<file path="config.mk">
export PLATFORM = sky130hd
export DESIGN_NAME = cdb_mem_wb_buffer
export DESIGN_NICKNAME = d
export VERILOG_FILES = /design/src/rtl/gpu_cdb_pkg.sv /design/src/rtl/wb_fifo_mem.sv /design/src/rtl/cdb_mem_wb_buffer.sv
export SDC_FILE = /design/constraint.sdc
export NUM_CORES = 1
export LEC_CHECK = 0
export ABC_AREA = 1
export CAP_MARGIN = 20
export CORE_MARGIN = 2
export CORE_UTILIZATION = 45
export DETAILED_ROUTE_END_ITERATION = 8
export HOLD_SLACK_MARGIN = 0.15
export PLACE_DENSITY = 0.7
export SLEW_MARGIN = 10
export SYNTH_ARGS = -nofsm -noshare
export SYNTH_HDL_FRONTEND = slang
export SYNTH_SLANG_ARGS = --single-unit
</file>
<file path="constraint.sdc">
create_clock -name clk -period 21 [get_ports clk]
set_input_delay 3.15 -clock clk [delete_from_list [all_inputs] [get_ports clk]]
set_output_delay 3.15 -clock clk [all_outputs]
set_load 0.1 [all_outputs]
</file>
<file path="src/rtl/gpu_cdb_pkg.sv">
// Shared field widths and the packed writeback entry carried between MEM and the CDB.
package gpu_cdb_pkg;

  localparam int unsigned WARP_W  = 3;
  localparam int unsigned DST_W   = 5;
  localparam int unsigned DATA_W  = 256;
  localparam int unsigned INSTR_W = 32;
  localparam int unsigned MASK_W  = 8;

  typedef struct packed {
    logic [WARP_W-1:0]  warp_id;
    logic [DST_W-1:0]   dst;
    logic [DATA_W-1:0]  data;
    logic [INSTR_W-1:0] instr;
    logic [MASK_W-1:0]  active_mask;
  } wb_entry_t;

  localparam int unsigned ENTRY_W = $bits(wb_entry_t);

endpackage

</file>
<file path="src/rtl/wb_fifo_mem.sv">
// Entry storage for the MEM writeback buffer: one synchronous write port,
// one asynchronous read port. Contents are not reset.
module wb_fifo_mem
  import gpu_cdb_pkg::*;
#(
  parameter int unsigned DEPTH = 4,
  localparam int unsigned AW = $clog2(DEPTH)
) (
  input  logic            clk,
  input  logic            we,
  input  logic [AW-1:0]   waddr,
  input  wb_entry_t       wdata,
  input  logic [AW-1:0]   raddr,
  output wb_entry_t       rdata
);

  wb_entry_t mem [DEPTH];

  // Write the incoming entry at the write pointer.
  always_ff @(posedge clk) begin
    if (we) mem[waddr] <= wdata;
  end

  assign rdata = mem[raddr];

endmodule

</file>
<file path="src/rtl/cdb_mem_wb_buffer.sv">
// MEM-stage writeback buffer in front of the common data bus. The ALU owns the
// CDB when it asserts RegWrite_ALU_CDB; buffered MEM writebacks drain in order
// otherwise, with a starvation request raised after STARVE_LIMIT lost cycles.
// Optional macro CDB_WB_BYPASS_EN: an empty buffer with an idle ALU forwards
// the MEM writeback onto the CDB in the same cycle without storing it.
module cdb_mem_wb_buffer
  import gpu_cdb_pkg::*;
#(
  parameter int unsigned DEPTH        = 4,
  parameter int unsigned STARVE_LIMIT = 8
) (
  input  logic                     clk,
  input  logic                     rst_n,
  input  logic                     RegWrite_MEM_WB,
  input  logic [WARP_W-1:0]        WarpID_MEM_WB,
  input  logic [DST_W-1:0]         Dst_MEM_WB,
  input  logic [DATA_W-1:0]        Dst_Data_MEM_WB,
  input  logic [INSTR_W-1:0]       Instr_MEM_WB,
  input  logic [MASK_W-1:0]        ActiveMask_MEM_WB,
  input  logic                     RegWrite_ALU_CDB,
  output logic                     RegWrite_MEM_CDB,
  output logic [WARP_W-1:0]        WarpID_MEM_CDB,
  output logic [DST_W-1:0]         Dst_MEM_CDB,
  output logic [DATA_W-1:0]        Dst_Data_MEM_CDB,
  output logic [INSTR_W-1:0]       Instr_MEM_CDB,
  output logic [MASK_W-1:0]        ActiveMask_MEM_CDB,
  output logic                     Stall_WB_MEM,
  output logic                     Starve_CDB_ALU,
  output logic                     Overflow_WB,
  output logic [$clog2(DEPTH):0]   Count_WB
);

  localparam int unsigned AW = $clog2(DEPTH);
  localparam int unsigned CW = AW + 1;
  localparam int unsigned SW = $clog2(STARVE_LIMIT + 1);
  localparam logic [CW-1:0] DEPTH_C = CW'(DEPTH);
  localparam logic [SW-1:0] LIMIT_C = SW'(STARVE_LIMIT);

  logic [AW-1:0] wr_ptr, rd_ptr;
  logic [CW-1:0] count;
  logic [SW-1:0] starve_cnt, starve_cnt_nxt;
  logic          starve_q, overflow_q;
  logic          not_empty, full, bypass, push, pop, starve_cond;
  wb_entry_t     in_entry, head_entry, out_entry;

  assign in_entry = '{warp_id:     WarpID_MEM_WB,
                      dst:         Dst_MEM_WB,
                      data:        Dst_Data_MEM_WB,
                      instr:       Instr_MEM_WB,
                      active_mask: ActiveMask_MEM_WB};

  assign not_empty = (count != '0);
  assign full      = (count == DEPTH_C);

`ifdef CDB_WB_BYPASS_EN
  // Gated by rst_n so the combinational forward path stays quiet in reset.
  assign bypass = rst_n && !not_empty && RegWrite_MEM_WB && !RegWrite_ALU_CDB;
`else
  assign bypass = 1'b0;
`endif

  // Acceptance uses start-of-cycle occupancy: a full buffer drops the push
  // even if the head pops on the same edge.
  assign push        = RegWrite_MEM_WB && !full && !bypass;
  assign pop         = not_empty && !RegWrite_ALU_CDB;
  assign starve_cond = not_empty && RegWrite_ALU_CDB;

  wb_fifo_mem #(.DEPTH(DEPTH)) u_mem (
    .clk   (clk),
    .we    (push),
    .waddr (wr_ptr),
    .wdata (in_entry),
    .raddr (rd_ptr),
    .rdata (head_entry)
  );

  // Pointers and occupancy; pointers wrap naturally since DEPTH is a power of two.
  always_ff @(posedge clk or negedge rst_n) begin
    if (!rst_n) begin
      wr_ptr <= '0;
      rd_ptr <= '0;
      count  <= '0;
    end else begin
      if (push) wr_ptr <= wr_ptr + 1'b1;
      if (pop)  rd_ptr <= rd_ptr + 1'b1;
      case ({push, pop})
        2'b10:   count <= count + 1'b1;
        2'b01:   count <= count - 1'b1;
        default: count <= count;
      endcase
    end
  end

  // Next starvation count: saturating while the ALU blocks a non-empty buffer.
  always_comb begin
    starve_cnt_nxt = '0;
    if (starve_cond)
      starve_cnt_nxt = (starve_cnt == LIMIT_C) ? starve_cnt : starve_cnt + 1'b1;
  end

  // Starvation counter and request; the request rises on the edge where the
  // counter reaches the limit and holds until the head finally pops.
  always_ff @(posedge clk or negedge rst_n) begin
    if (!rst_n) begin
      starve_cnt <= '0;
      starve_q   <= 1'b0;
    end else begin
      starve_cnt <= starve_cnt_nxt;
      if (pop)
        starve_q <= 1'b0;
      else if (starve_cnt_nxt == LIMIT_C)
        starve_q <= 1'b1;
    end
  end

  // Sticky overflow on any push attempt against a full buffer.
  always_ff @(posedge clk or negedge rst_n) begin
    if (!rst_n)
      overflow_q <= 1'b0;
    else if (RegWrite_MEM_WB && full)
      overflow_q <= 1'b1;
  end

  // CDB-facing entry: head when buffered, forwarded input on bypass, else zero.
  always_comb begin
    out_entry = '0;
    if (not_empty)
      out_entry = head_entry;
    else if (bypass)
      out_entry = in_entry;
  end

  assign RegWrite_MEM_CDB   = not_empty || bypass;
  assign WarpID_MEM_CDB     = out_entry.warp_id;
  assign Dst_MEM_CDB        = out_entry.dst;
  assign Dst_Data_MEM_CDB   = out_entry.data;
  assign Instr_MEM_CDB      = out_entry.instr;
  assign ActiveMask_MEM_CDB = out_entry.active_mask;
  assign Stall_WB_MEM       = full;
  assign Starve_CDB_ALU     = starve_q;
  assign Overflow_WB        = overflow_q;
  assign Count_WB           = count;

endmodule

</file>
# Yosys cells after proc, flatten, opt, wreduce, memory -nomap -nowiden
# Memory sizes are Yosys's and may differ from the RTL's.
# Index checks and enable logic that the tools add are counted.
[word_totals]
ff_bits = 13
mem_bits_rw = 1216
in_bits = 308
memories = 1
[classes]
addsub = 5
n_eq_ne = 5
n_mux = 8
reduce_logical = 9
[memory_table]
columns = ["memory", "words", "word_bits", "rd", "rd_ports_with_merged_regs", "write_ports", "line", "source"]
rows = [
  ["u_mem.mem", 4, 304, 1, 0, 1, "wb_fifo_mem.sv:17", "wb_entry_t mem [DEPTH];"],
]
[ops]
columns = ["cell", "n"]
rows = [
  ["2-to-1 mux 304 bit", 1],
  ["== test 4 bit, second input constant", 2],
  ["2-to-1 mux 4 bit", 2],
  ["one-hot mux 3 bit (2 select lines)", 1],
  ["adder 2 x 1 -> 2 bit, second input constant", 2],
  ["adder 4 x 1 -> 4 bit, second input constant", 1],
  ["logical AND 1 bit", 4],
  ["2-to-1 mux 1 bit", 4],
  ["nonzero test 2 bit", 2],
  ["adder 3 x 1 -> 3 bit, second input constant", 1],
  ["== test 3 bit, second input constant", 1],
  ["nonzero test 3 bit", 1],
  ["subtractor 3 x 1 -> 3 bit, second input constant", 1],
  ["== test 2 x 1 -> 1 bit, second input constant", 1],
  ["== test 2 bit, second input constant", 1],
  ["logical NOT 1 bit", 2],
]

# Longest topological paths before layout
# Gate-level depths: netlist of run 1.
[logic_depth]
ltp_word = 6
ltp_mapped = 10

# Hierarchy
# Synthesis of run 1 repeated with hierarchy kept, for this count alone.
[unflattened]
cells_unflattened = 5486
area_unflattened_um2 = 54123.2
[modules_own_cells]
columns = ["mod", "instances", "cells_each", "area_each_um2", "seq_area_each_um2"]
rows = [
  ["wb_fifo_mem", 1, 4771, 50940.1, 36515.0],
  ["cdb_mem_wb_buffer", 1, 715, 3183.1, 325.3],
]

# Least setup slack after synthesis of run 1
# No wires, ideal clock.
[synth_timing]
path_kind = "input to register"
startpoint = "input RegWrite_MEM_WB"
endpoint = "memory u_mem.mem[0][0] (netlist name), enable pin"
setup_time_ns = 0.976
t_arrival_ns = 15.850
required_ns = 20.024
slack_ns = 4.174
stages = 2
path_buffers = 0
cell_sequence = "nand2_2 > nor2_1"
[synth_between]
elab_chain_cells = 3
[synth_lines]
columns = ["item", "line", "source"]
rows = [
  ["start: declaration", "cdb_mem_wb_buffer.sv:14", "input logic RegWrite_MEM_WB,"],
  ["logical AND 1 bit", "cdb_mem_wb_buffer.sv:64", "assign push = RegWrite_MEM_WB && !full && !bypass;"],
  ["2-to-1 mux 1 bit", "wb_fifo_mem.sv:21", "if (we) mem[waddr] <= wdata;"],
  ["2-to-1 mux 1 bit (implied by the code)", "wb_fifo_mem.sv:21", ""],
  ["end: declaration", "wb_fifo_mem.sv:17", ""],
]
# Every way passes these cells.

# Worst setup path after layout of run 1
[layout_timing]
startpoint = "register rd_ptr[0]"
endpoint = "output WarpID_MEM_CDB[0]"
[layout_between]
elab_chain_cells = 2
[layout_lines]
columns = ["item", "line", "source"]
rows = [
  ["start: declaration", "cdb_mem_wb_buffer.sv:39", "logic [AW-1:0] wr_ptr, rd_ptr;"],
  ["start signal: assignment", "cdb_mem_wb_buffer.sv:85", "if (pop) rd_ptr <= rd_ptr + 1'b1;"],
  ["memory read (4 x 304 bit)", "-", ""],
  ["2-to-1 mux 304 bit", "cdb_mem_wb_buffer.sv:127", "if (not_empty)"],
  ["end: declaration", "cdb_mem_wb_buffer.sv:22", "output logic [WARP_W-1:0] WarpID_MEM_CDB,"],
]
# Every way passes these cells.

==> reports/qor.txt, run 1 <==
clock latency on the worst-skew pair = 690 ps
Final Skew = 26.3 ps
Least-Margin Pin Slew = 1300 ps
setup slack of the most critical reg-to-reg path = 17,070 ps
number of buffers added for setup after CTS = 0
arrival time at the worst endpoint = 5850 ps
slowest library cell on the worst path = clkdlybuf4s50_1
warnings from Yosys = 0
final hold violation count = 0
register area share after synthesis = 76.8%
Hold Buf Count CTS = 0
DRT iter0 DRCs = 2,332
maximum number of pins on one net before global-route repair = 285
H-tree levels = 3
Vias per Instance = 5.23
CTS tree = yes
remaining routing DRC violations = 0
Clk pin slew, worst setup/hold paths = 60 ps
total clock sinks = 1,229
top achievable clock speed = 0.111 GHz
vias post-DR = 30,000
ratio of final minimum period to clock period = 42.8%
number of synthesized flops with an enable pin = 1,216
worst-path fanout max = 284
cells along the critical path = buf_16, inv_16, buf_4, buf_4, o21ai_0, a21oi_1, clkdlybuf4s50_1
number of different library cells in the post-synthesis netlist = 27
final critical-path required period = 9000 ps
post-detailed-placement half-perimeter wirelength = 65.0 mm
kind of launch point of the worst setup path = flip-flop
buffer levels on the longest clock path = 3
multi-input gate area in the final layout = 0.00948 mm2
total global routing track utilization = 20.7%
Post-Synthesis Cell Area = 0.0479 mm2
number of antenna-violating nets in the routed design = 0
total wirelength of the detailed-routed design = 118 mm
total of max-cap violations = 0
final weighted congestion in routability-driven placement = 0.784
Routed wire per std cell = 20.6 um
most used flip-flop cell after synthesis = edfxtp_1
number of instances in the synthesized netlist = 3,664
post-synthesis area per instance = 13.1 um2
Die Wd = 330 um
status = completed
area grow syn2layout = 22.4%
syn nets = 3,980
kind of end point of the critical path = primary output
area of all sequential standard cells = 0.0368 mm2
Top cell by count, worst path = buf_4
placeable core area = 0.105 mm2
startpoint of the worst register-to-register path = Count_WB[2]
Async SR Flop Fraction = 1.06%
CP Class = reg -> out
Num CTS Buffers = 121
worst path required time = 17,850 ps
RSZ-0062 raised after global routing = false
quantity of gates resized following cts = 0
number of global-route vias before repair = 28,300
fill cell instance count of the final layout = 8,341
end point of the worst hold path = Overflow_WB
buffer cell driving the clock tree root = clkbuf_16
share of cells above drive strength 1 = 5.29%
height of the die = 330 um
starting density of the core = 45.5%
number of cells on the worst hold path = 1
fin nets = 4,521
setup violators final = 0
Hold Startpoint = Overflow_WB
Rel. slew slack = 13.3%
number of buffer cells added on primary ports = 618
initial antenna violation count = 39
ports placed on the boundary = 619
highest cell delay on the worst timing path = 1190 ps
standard-cell row count = 119
first-pass GRT wire length = 171 mm
hold crit path type = reg -> reg
Final TNS setup = 0 ps
flop and latch count out of synthesis = 1,229
count of cells along the worst register-to-register path = 8
Max Transition Viols Final = 0
total die area = 0.109 mm2
number of detailed-routing iterations run before antenna repair = 5
GR Overflow Total = 0
RR Endpoint = u_mem.mem[2][126]
through the flow:
step / utilization [%] / setup WS, ps / hold WS (ps) / instance area, um2 / cells
finish: 55.7 / 12000 / 480 / 58700 / 5725
global placement: 51.9 / 12580 / 444 / 54700 / 5472
global route: 55.7 / 11520 / 493 / 58700 / 5722
detailed placement: 51.9 / 12520 / 476 / 54700 / 5472
CTS: 55.6 / 11690 / 491 / 58600 / 5697
floorplan: - / 4170 / 557 / 47900 / 3664
cells by family (layout without fill, tap and decap cells):
group | count (synthesis) | count (layout) | share of synthesized area (%)
other cells | 0 | 27 | 0
buf+inv | 256 | 899 | 3.45
fa+ha+maj | 8 | 8 | 0.224
flops | 1229 | 1229 | 76.8
xor+xnor | 5 | 5 | 0.0913
compound gates | 919 | 919 | 9.60
simple gates | 1247 | 1247 | 9.80
critical path: cells and delay by family (launching register included):
kind / cells / cell delay, ps
buffers and inverters: 5 / 3760
AOI/OAI and AO/OA: 2 / 500
DFF: 1 / 650
synth_stat cells, types with 4 or more instances:
| cell type | number | area, um2 |
|---|---|---|
| a21oi_1 | 308 | 1540 |
| buf_1 | 4 | 15.0 |
| buf_2 | 102 | 510 |
| buf_4 | 23 | 173 |
| buf_6 | 58 | 653 |
| clkbuf_1 | 16 | 60.1 |
| clkbuf_2 | 32 | 160 |
| dfrtp_1 | 13 | 325 |
| edfxtp_1 | 1216 | 36500 |
| ha_1 | 7 | 87.6 |
| inv_1 | 18 | 67.6 |
| nand2_1 | 14 | 52.6 |
| nor2_1 | 1225 | 4600 |
| o21ai_0 | 557 | 2790 |
| o21ai_1 | 53 | 265 |
| xor2_1 | 4 | 35.0 |
cell usage in the layout (no fill, tap or decap), types with 5 or more instances in the layout:
cell             instances
nor2_1                1221
dfrtp_1                 11
clkinvlp_4              12
clkbuf_16              124
o21ai_1                 53
o21ai_0                557
ha_1                     7
clkbuf_1                28
buf_4                   30
clkinv_1                17
diode_2                 27
clkinv_2                25
clkbuf_8                 5
clkdlybuf4s50_1        617
nand2_1                 14
edfxtp_1              1216
bufinv_16               10
buf_12                   5
a21oi_1                308
inv_1                   18
state kept, by name (all words and copies together), names as in the netlist:
signal / cells
Overflow_WB: 1
u_mem.mem: 1216
Starve_CDB_ALU: 1
rd_ptr: 2
wr_ptr: 2
starve_cnt: 4
Count_WB: 3
cell type report:
cell class	instances	area share (%)
Antenna cell	27	0.115
Clock buffer	157	5.58
Clock inverter	68	1.06
Inverter	21	0.188
Multi-Input combinational cell	2179	16.2
Sequential cell	1229	62.8
Tap cell	1391	2.97
Timing Repair Buffer	653	11.1
routing by layer:
layer | routed length, um | vias to the layer above | track usage (%)
li1 | - | 14200 | -
met1 | 46200 | 14600 | 25.2
met2 | 59000 | 922 | 34.3
met3 | 7970 | 236 | 4.95
met4 | 4790 | 24 | 10.6
met5 | 164 | - | 0
how the worst max path moves through the flow:
| stage | startpoint | endpoint | slack, ps |
|---|---|---|---|
| floorplan | RegWrite_MEM_WB | u_mem.mem[0][0] | 4170 |
| global placement | rd_ptr[0] | Dst_Data_MEM_CDB[84] | 12580 |
| detailed placement | rd_ptr[0] | Dst_Data_MEM_CDB[156] | 12520 |
| CTS | rd_ptr[0] | Dst_Data_MEM_CDB[142] | 11690 |
| global route | rd_ptr[0] | Dst_Data_MEM_CDB[121] | 11520 |
| finish | rd_ptr[0] | WarpID_MEM_CDB[0] | 12000 |
Power of run 1 is left out: the tool's default activity adds up to more than one toggle a clock period on the data nets, which glitch-free logic cannot reach.
==> inputs of run 2 (changes only) <==
--- a/config.mk
+++ b/config.mk
@@ -11,7 +11,7 @@
 export CORE_UTILIZATION = 45
 export DETAILED_ROUTE_END_ITERATION = 8
 export HOLD_SLACK_MARGIN = 0.15
-export PLACE_DENSITY = 0.7
+export PLACE_DENSITY = 0.73
 export SLEW_MARGIN = 10
 export SYNTH_ARGS = -nofsm -noshare
 export SYNTH_HDL_FRONTEND = slang
==> constraint.sdc (replaced) <==
create_clock -name clk -period 7.6 [get_ports clk]
set_input_delay 1.14 -clock clk [delete_from_list [all_inputs] [get_ports clk]]
set_output_delay 1.14 -clock clk [all_outputs]
set_load 0.1 [all_outputs]
==> run 2 against run 1 <==
Flip-flop and latch count unchanged; cell count down 0.17%; sequential share of layout area barely moved; non-clock buffer count decreased by 2; worst setup slack got worse by 10000 ps; via count is 0.59% higher.
==> reports/qor.txt, run 2 (synthesis gave the netlist of run 1 again) <==
Least-Margin Pin Slew = 1250 ps (was 1300 ps)
top achievable clock speed = 0.171 GHz
buffer levels on the longest clock path = 3 (unchanged)
number of cells in the finished layout apart from fillers = 5,715 (was 5,725)
ports placed on the boundary = 619 (unchanged)
number of global-route vias before repair = 28,500 (was 28,300)
number of detailed-routing iterations run before antenna repair = 5 (unchanged)
GR Overflow Total = 0 (unchanged)
standard-cell row count = 119 (unchanged)
initial antenna violation count = 24 (was 39)
pre-CTS setup slack = 2660 ps (was 12,520 ps)
H-tree levels = 3 (unchanged)
hold crit path type = reg -> reg (unchanged)
top library cells by usage in the layout, fill and taps aside = nor2_1 (1,221), edfxtp_1 (1,216), clkdlybuf4s50_1 (618) (was nor2_1 (1,221), edfxtp_1 (1,216), clkdlybuf4s50_1 (617))
starting density of the core = 45.5% (unchanged)
Rel. slew slack = 16.9% (was 13.3%)
kind of end point of the critical path = primary output (unchanged)
CP Class = reg -> out (unchanged)
final critical-path required period = 5860 ps
flip-flop count of the largest register after layout = 1,216 (unchanged)
area grow syn2layout = 22.5% (was 22.4%)
RR Endpoint = u_mem.mem[2][141] (was u_mem.mem[2][126])
register name with the most flops = u_mem.mem (unchanged)
ratio of final minimum period to clock period = 77.0%
number of buffers added for setup after CTS = 0 (unchanged)
vias post-DR = 30,100 (was 30,000)
total wirelength of the detailed-routed design = 117 mm (was 118 mm)
Clk pin slew, worst setup/hold paths = 60 ps (about the same)
Hold Startpoint = Overflow_WB (unchanged)
Num CTS Buffers = 119 (was 121)
Vias per Instance = 5.27 (was 5.23)
Final Skew = 27.7 ps (was 26.3 ps)
final hold violation count = 0 (unchanged)
arrival time at the worst endpoint = 4720 ps (was 5850 ps)
Routed wire per std cell = 20.4 um (was 20.6 um)
end point of the worst hold path = Overflow_WB (unchanged)
total global routing track utilization = 20.5% (was 20.7%)
final weighted congestion in routability-driven placement = 0.784 (about the same)
startpoint of the worst register-to-register path = Count_WB[2] (unchanged)
status = completed (unchanged)
count of cells along the worst register-to-register path = 7 (was 8)
post-route worst setup slack = 1740 ps (was 12,000 ps)
worst-path fanout max = 234 (was 284)
final standard cell area without fillers = 0.0587 mm2 (about the same)
total die area = 0.109 mm2 (unchanged)
most frequent standard cell in the layout excluding fill and tap cells = nor2_1 (unchanged)
RSZ-0062 raised after global routing = false (unchanged)
fin nets = 4,517 (was 4,521)
Die Wd = 330 um (unchanged)
setup violators final = 0 (unchanged)
share of cells above drive strength 1 = 5.11% (was 5.29%)
clock latency on the worst-skew pair = 700 ps (was 690 ps)
first-pass GRT wire length = 171 mm (about the same)
buffer cell driving the clock tree root = clkbuf_16 (unchanged)
total of max-cap violations = 0 (unchanged)
Hold Buf Count CTS = 0 (unchanged)
post-detailed-placement half-perimeter wirelength = 64.9 mm (was 65.0 mm)
DRT iter0 DRCs = 2,617 (was 2,332)
number of cells on the worst hold path = 1 (unchanged)
critical path launch point = rd_ptr[0] (unchanged)
number of buffer cells added on primary ports = 618 (unchanged)
total clock sinks = 1,229 (unchanged)
placed standard-cell area = 0.0548 mm2 (was 0.0547 mm2)
placeable core area = 0.105 mm2 (unchanged)
setup slack of the most critical reg-to-reg path = 4610 ps (was 17,070 ps)
number of antenna-violating nets in the routed design = 0 (unchanged)
quantity of gates resized following cts = 0 (unchanged)
Max Transition Viols Final = 0 (unchanged)
height of the die = 330 um (unchanged)
maximum number of pins on one net before global-route repair = 268 (was 285)
worst path required time = 6460 ps (was 17,850 ps)
kind of launch point of the worst setup path = flip-flop (unchanged)
CTS tree = yes (unchanged)
remaining routing DRC violations = 0 (unchanged)
Post-Place Cells = 5,471 (was 5,472)
## run 2: cell count changes in the layout (fill, tap and decap cells not counted), sizes merged
cell	change
clkbuf	-13
diode	-8
bufinv	+1
inv	+3
clkdlybuf4s50	+1
buf	-3
clkinv	+13
clkinvlp	-4
## run 2: layer usage
metal / GRT usage [%] / part of all wire [%]
met4: 9.74 / 4.2
met2: 34.3 / 50
met3: 4.37 / 7.2
met5: 0 / 0.090
met1: 25.4 / 38
## run 2: worst max-delay path, cell delays in order (launching register included)
cell	delay, ps
dfrtp_4	730
buf_4	380
buf_12	650
nor2_1	140
nor2_1	150
o21ai_0	110
a21oi_1	290
clkdlybuf4s50_1	1190
## run 2: how the worst max path moves through the flow
stage,to,slack (ps),cells after the start
2_1_floorplan,u_mem.mem[0][0],-2890,4
3_3_place_gp,Dst_Data_MEM_CDB[108],2650,7
3_5_place_dp,Dst_Data_MEM_CDB[108],2660,7
4_1_cts,Dst_Data_MEM_CDB[108],1780,7
5_1_grt,Dst_Data_MEM_CDB[108],1510,7
6_report,Dst_Data_MEM_CDB[108],1740,7
## run 2: final cells by class
cell class / instances / area, um2
antenna: 19 / 47.5
clock buffer: 144 / 3140
clock inverter: 81 / 694
fill: 8233 / 46700
inverter: 21 / 110
multi-input combinational: 2179 / 9480
sequential: 1229 / 36800
tap: 1391 / 1740
timing repair buffer: 651 / 6650
## run 2: metrics by stage
stage	util, %	hold WS [ps]	TNS (ps)
global placement	52.0	440	0
detailed placement	52.0	445	0
floorplan	-	557	-3515170
finish	55.7	455	0
CTS	55.7	458	0
global route	55.7	492	0
Power of run 2 is left out for the same reason.
